File: src/rtl/wr_dest_pipe.sv
// wr_dest_pipe: carries the EX-stage destination register and its RegWrite
// qualifier through EX/MEM and MEM/WB, and derives the ALU operand forwarding
// selects and the load-use stall from the tracked destinations.
//
// Optional feature macro: WR_DEST_STALL_CNT_EN
//   defined   -> stall_count counts load-use stall cycles (saturating)
//   undefined -> stall_count is tied to zero and no counter flops exist
module wr_dest_pipe (
    input  logic        clk,
    input  logic        rst_n,
    input  logic [4:0]  ex_wr_addr,
    input  logic        ex_reg_write,
    input  logic        ex_mem_read,
    input  logic [4:0]  ex_rs,
    input  logic [4:0]  ex_rt,
    input  logic [4:0]  id_rs,
    input  logic [4:0]  id_rt,
    input  logic        id_uses_rs,
    input  logic        id_uses_rt,
    input  logic        pipe_hold,
    input  logic        mem_flush,
    output logic [4:0]  mem_wr_addr,
    output logic        mem_reg_write,
    output logic [4:0]  wb_wr_addr,
    output logic        wb_reg_write,
    output logic [1:0]  fwd_a,
    output logic [1:0]  fwd_b,
    output logic        load_use_stall,
    output logic [15:0] stall_count
);

    localparam int unsigned AW = 5;
    localparam int unsigned FW = 2;
    localparam int unsigned CW = 16;

    localparam logic [FW-1:0] FWD_RF  = 2'b00;
    localparam logic [FW-1:0] FWD_MEM = 2'b10;
    localparam logic [FW-1:0] FWD_WB  = 2'b01;

    logic mem_eff;
    logic wb_eff;
    logic ex_eff;

    // EX/MEM and MEM/WB destination registers; hold beats flush
    always_ff @(posedge clk or negedge rst_n) begin
        if (!rst_n) begin
            mem_wr_addr   <= '0;
            mem_reg_write <= 1'b0;
            wb_wr_addr    <= '0;
            wb_reg_write  <= 1'b0;
        end else if (!pipe_hold) begin
            if (mem_flush) begin
                mem_wr_addr   <= '0;
                mem_reg_write <= 1'b0;
            end else begin
                mem_wr_addr   <= ex_wr_addr;
                mem_reg_write <= ex_reg_write;
            end
            wb_wr_addr   <= mem_wr_addr;
            wb_reg_write <= mem_reg_write;
        end
    end

    // Forwarding selects; $0 never forwards and the younger EX/MEM value wins
    always_comb begin
        mem_eff = mem_reg_write && (mem_wr_addr != AW'(0));
        wb_eff  = wb_reg_write  && (wb_wr_addr  != AW'(0));
        fwd_a   = FWD_RF;
        fwd_b   = FWD_RF;
        if (mem_eff && (mem_wr_addr == ex_rs)) begin
            fwd_a = FWD_MEM;
        end else if (wb_eff && (wb_wr_addr == ex_rs)) begin
            fwd_a = FWD_WB;
        end
        if (mem_eff && (mem_wr_addr == ex_rt)) begin
            fwd_b = FWD_MEM;
        end else if (wb_eff && (wb_wr_addr == ex_rt)) begin
            fwd_b = FWD_WB;
        end
    end

    // Load-use hazard: a load in EX targets a register the ID instruction reads
    always_comb begin
        ex_eff         = ex_reg_write && (ex_wr_addr != AW'(0));
        load_use_stall = ex_mem_read && ex_eff &&
                         ((id_uses_rs && (id_rs == ex_wr_addr)) ||
                          (id_uses_rt && (id_rt == ex_wr_addr)));
    end

`ifdef WR_DEST_STALL_CNT_EN
    logic [CW-1:0] stall_cnt_q;

    // Saturating count of stall cycles that actually advance the pipe
    always_ff @(posedge clk or negedge rst_n) begin
        if (!rst_n) begin
            stall_cnt_q <= '0;
        end else if (!pipe_hold && load_use_stall && (stall_cnt_q != {CW{1'b1}})) begin
            stall_cnt_q <= stall_cnt_q + CW'(1);
        end
    end

    assign stall_count = stall_cnt_q;
`else
    assign stall_count = CW'(0);
`endif

endmodule

File: config.mk
export PLATFORM = sky130hd
export DESIGN_NAME = wr_dest_pipe
export DESIGN_NICKNAME = d
export VERILOG_FILES = /design/src/rtl/wr_dest_pipe.sv
export SDC_FILE = /design/constraint.sdc
export NUM_CORES = 1
export LEC_CHECK = 0
export CORE_MARGIN = 1.5
export CORE_UTILIZATION = 35
export CTS_CLUSTER_DIAMETER = 60
export CTS_CLUSTER_SIZE = 30
export DETAILED_ROUTE_END_ITERATION = 8
export GPL_TIMING_DRIVEN = 0
export PLACE_DENSITY_LB_ADDON = 0.25
export SKIP_LAST_GASP = 1
export SLEW_MARGIN = 20
export SYNTH_ARGS = -nofsm -noshare
export SYNTH_HDL_FRONTEND = slang
export SYNTH_SLANG_ARGS = --single-unit
File: constraint.sdc
create_clock -name clk -period 2.2 [get_ports clk]
set_clock_uncertainty 0.15 [all_clocks]
set_input_delay 0.44 -clock clk [delete_from_list [all_inputs] [get_ports clk]]
set_output_delay 0.44 -clock clk [all_outputs]
set_load 0.02 [all_outputs]
==> results.sh, run 1 <==
export IMPL_routed_wl_mm=2.46
export IMPL_critPathLaunchType="flop"
export IMPL_timing_final_ws_setup_ns=-0.248
export IMPL_setup_viol=4
export IMPL_worstSkewPairLatency_ns=0.26
export IMPL_yosysSeqAreaShare=0.301
export IMPL_layout_commonest_cell="buf_4"
export IMPL_layout_area_seq_um2=312
export IMPL_post_drt_wl_per_cell_um=11.7
export IMPL_grt_pass1_wl_mm=3.90
export IMPL_layout_nets=213
export IMPL_place_detailed_hpwl_mm=1.94
export IMPL_report_final_hold_viol_count=0
export IMPL_synth_top_area_frac=0.301
export IMPL_synth_top_area_cell="dfrtp_1"
export IMPL_multiInputGateArea_um2=712
export IMPL_place_inst=198
export IMPL_layout_common_cells="buf_4 (28), xor2_1 (22), clkdlybuf4s50_1 (20)"
export IMPL_final_layout_size_suffix_gt1_frac=0.374
export IMPL_crit_start="wb_wr_addr[1]$_DFFE_PN0N_"
export IMPL_gr_total_overflow=0
export IMPL_rsz0062_at_grt="yes"
export IMPL_antenna_found_initial=0
export IMPL_wl_met2_mm=1.26
export IMPL_max_slew_margin=0.654
export IMPL_place_ws_ns=-0.944
export IMPL_ctsLongestPathBuffers=2
export IMPL_gp_congestion=0.899
export IMPL_rr_startpoint="wb_wr_addr[4]$_DFFE_PN0N_"
export IMPL_crit_arrival_ns=1.86
export IMPL_drt_first_iter_violations=25
export IMPL_r2r_setup_slack_ns=1.09
export IMPL_n_antenna_cell=0
export IMPL_cp_endpoint="fwd_a[0]"
export IMPL_die_w_um=56.4
export IMPL_whs_path_depth=3
export IMPL_cp_required_ns=1.61
export IMPL_dr_wl_met3_um=232
export IMPL_outcome="finished with violations"
export IMPL_power_leakage_nw=0.806
export IMPL_ys_types=18
export IMPL_ff2ff_path_depth=2
export IMPL_seqPwrFrac=0.348
export IMPL_num_rows=19
export IMPL_syn_avg_cell_area_um2=9.60
export IMPL_topRoutingLayerUsed="met4"
export IMPL_syn_area_um2=998
export IMPL_wl_met1_um=925
export IMPL_initial_core_util=0.365
export IMPL_numClockSinks=12
export IMPL_ys_top_cells_by_area="dfrtp_1 (30%), xor2_1 (19%), buf_4 (12%), xnor2_1 (7.0%), mux2_2 (6.8%)"
export IMPL_clkPwrFrac=0.215
export IMPL_cts_tree="built"
export IMPL_fin_crit_sh=1.11
export IMPL_dieArea_um2=3180
export IMPL_fin_cells=210
export IMPL_worst_slew_pin_slew_ns=0.517
export IMPL_syn_to_final_growth_pct=72.8
export IMPL_critical_path_class="flop to output port"
export IMPL_grt_pass1_vias=891
export IMPL_synth_yosys_warnings=0
export IMPL_ctsRootBufferMaster="clkbuf_4"
export IMPL_grt_usage=0.156
export IMPL_grt_max_degree=13
export IMPL_power_density_nw_per_um2=452
export IMPL_vias=949
export IMPL_clk_pin_slew_ns=0.07
export IMPL_swShare=0.332
export IMPL_endpoint_kind="output port"
export IMPL_finish_utilization=0.631
export IMPL_core_um2=2730
export IMPL_p_int_mw=0.521
export IMPL_r2r_end="wb_wr_addr[4]$_DFFE_PN0N_"
export IMPL_ant_nets=0
export IMPL_p_total_mw=0.780
export IMPL_drt_pass1_iter_count=4
export IMPL_cts_htree_levels=1
export IMPL_critPathMaxFanout=4
export IMPL_p_switching_mw=0.259
export IMPL_fmax_mhz=409
export IMPL_io_buffer_count=48
export IMPL_die_h_um=56.4
export IMPL_hold_path_class="primary input to flop"
export IMPL_viasPerCell=4.52
export IMPL_worst_hold_slack_ns=0.321
export IMPL_peakVddDrop_uv=264
export IMPL_synthCells=104
export IMPL_numCtsBuffers=3
export IMPL_pwr_share_comb=0.437
export IMPL_drv_slew=0
export IMPL_synth_seq_cells=12
export IMPL_maxCapViolCount=0
export IMPL_fin_crit_ns=2.45
export IMPL_post_route_drc_count=0
export IMPL_n_fill_cell=237
export IMPL_failed_checks="negative setup slack"
export IMPL_ios=66
cell usage after synthesis:
| master | number |
|---|---|
| buf_4 | 16 |
| o211ai_1 | 1 |
| a21oi_1 | 1 |
| mux2_2 | 6 |
| nand2_1 | 6 |
| o21ai_2 | 1 |
| nand2b_1 | 6 |
| dfrtp_1 | 12 |
| nor4_2 | 4 |
| or4_1 | 5 |
| nand3_1 | 4 |
| o21ai_0 | 6 |
| nor4_1 | 2 |
| xor2_1 | 22 |
| clkbuf_1 | 2 |
| o21ai_1 | 1 |
| conb_1 | 1 |
| xnor2_1 | 8 |
worst min path at each step:
| stage | start | slack (ns) | end |
|---|---|---|---|
| after CTS | rst_n | 0.38 | mem_reg_write$_DFFE_PN0N_ |
| after global routing | ex_wr_addr[2] | 0.34 | mem_wr_addr[2]$_DFFE_PN0N_ |
| after floorplan | rst_n | -0.006 | mem_reg_write$_DFFE_PN0N_ |
| after detailed placement | wb_reg_write$_DFFE_PN0N_ | 0.38 | wb_reg_write$_DFFE_PN0N_ |
| final | ex_wr_addr[1] | 0.32 | mem_wr_addr[1]$_DFFE_PN0N_ |
| after global placement | mem_reg_write$_DFFE_PN0N_ | 0.37 | mem_reg_write$_DFFE_PN0N_ |
routing by layer:
layer  vias up  GRT usage
met5         -          0
met4         0     0.0714
met3         4     0.0300
met2        56      0.297
met1       417      0.162
li1        472          -
power by group through the flow:
| stage | clock network (mW) | registers (mW) | logic (mW) |
|---|---|---|---|
| floorplan | 0 | 0.300 | 0.142 |
| global placement | 0 | 0.283 | 0.291 |
| detailed placement | 0 | 0.285 | 0.297 |
| CTS | 0.173 | 0.271 | 0.336 |
| global route | 0.188 | 0.274 | 0.365 |
| finish | 0.168 | 0.272 | 0.341 |
repair_timing:
action | CTS | global route
hold buffers | 0 | 0
pin swaps | 9 | 10
endpoints found under the setup margin | 5 | 5
setup buffers | 8 | 0
gates resized for setup | 61 | 16
critical path, stage by stage (launching register included):
cell	delay [ns]
dfrtp_2	0.41
or4_4	0.13
o21ai_2	0.05
or4_4	0.54
nor4_4	0.28
buf_4	0.18
cells by family (layout without fill, tap and decap cells):
kind of cell | after synthesis | in the layout | synth area share
AO/OA/AOI/OAI | 10 | 10 | 0.0564
XOR/XNOR | 30 | 30 | 0.263
buffers and inverters | 18 | 78 | 0.128
flip-flops | 12 | 12 | 0.301
multiplexers | 6 | 6 | 0.0677
other | 1 | 16 | 0.00376
AND/OR/NAND/NOR | 27 | 27 | 0.180
through the flow:
step           TNS (ns)  cell area, µm²
2_1_floorplan  -0.00846            1080
3_3_place_gp      -3.89            1600
3_5_place_dp      -3.97            1600
4_1_cts          -0.705            1710
5_1_grt          -0.946            1730
6_report         -0.640            1730
state kept, by name (all words and copies together), names as in the netlist:
register,cells
wb_reg_write,1
mem_reg_write,1
mem_wr_addr,5
wb_wr_addr,5
final cells by class:
class	instances	area share
well taps	31	0.0225
flip-flops and latches	12	0.181
plain buffers	18	0.0740
clock buffers	4	0.0210
multi-input cells	89	0.413
repair buffers	56	0.289
Note: power is estimated with default switching activity, not from simulation.
==> inputs of run 2 (changes only) <==
- CTS_CLUSTER_DIAMETER: 60 -> 30
- SLEW_MARGIN: 20 -> 40
==> results of run 2 <==
No change in the layout: final DEF, timing and power equal those of run 1.
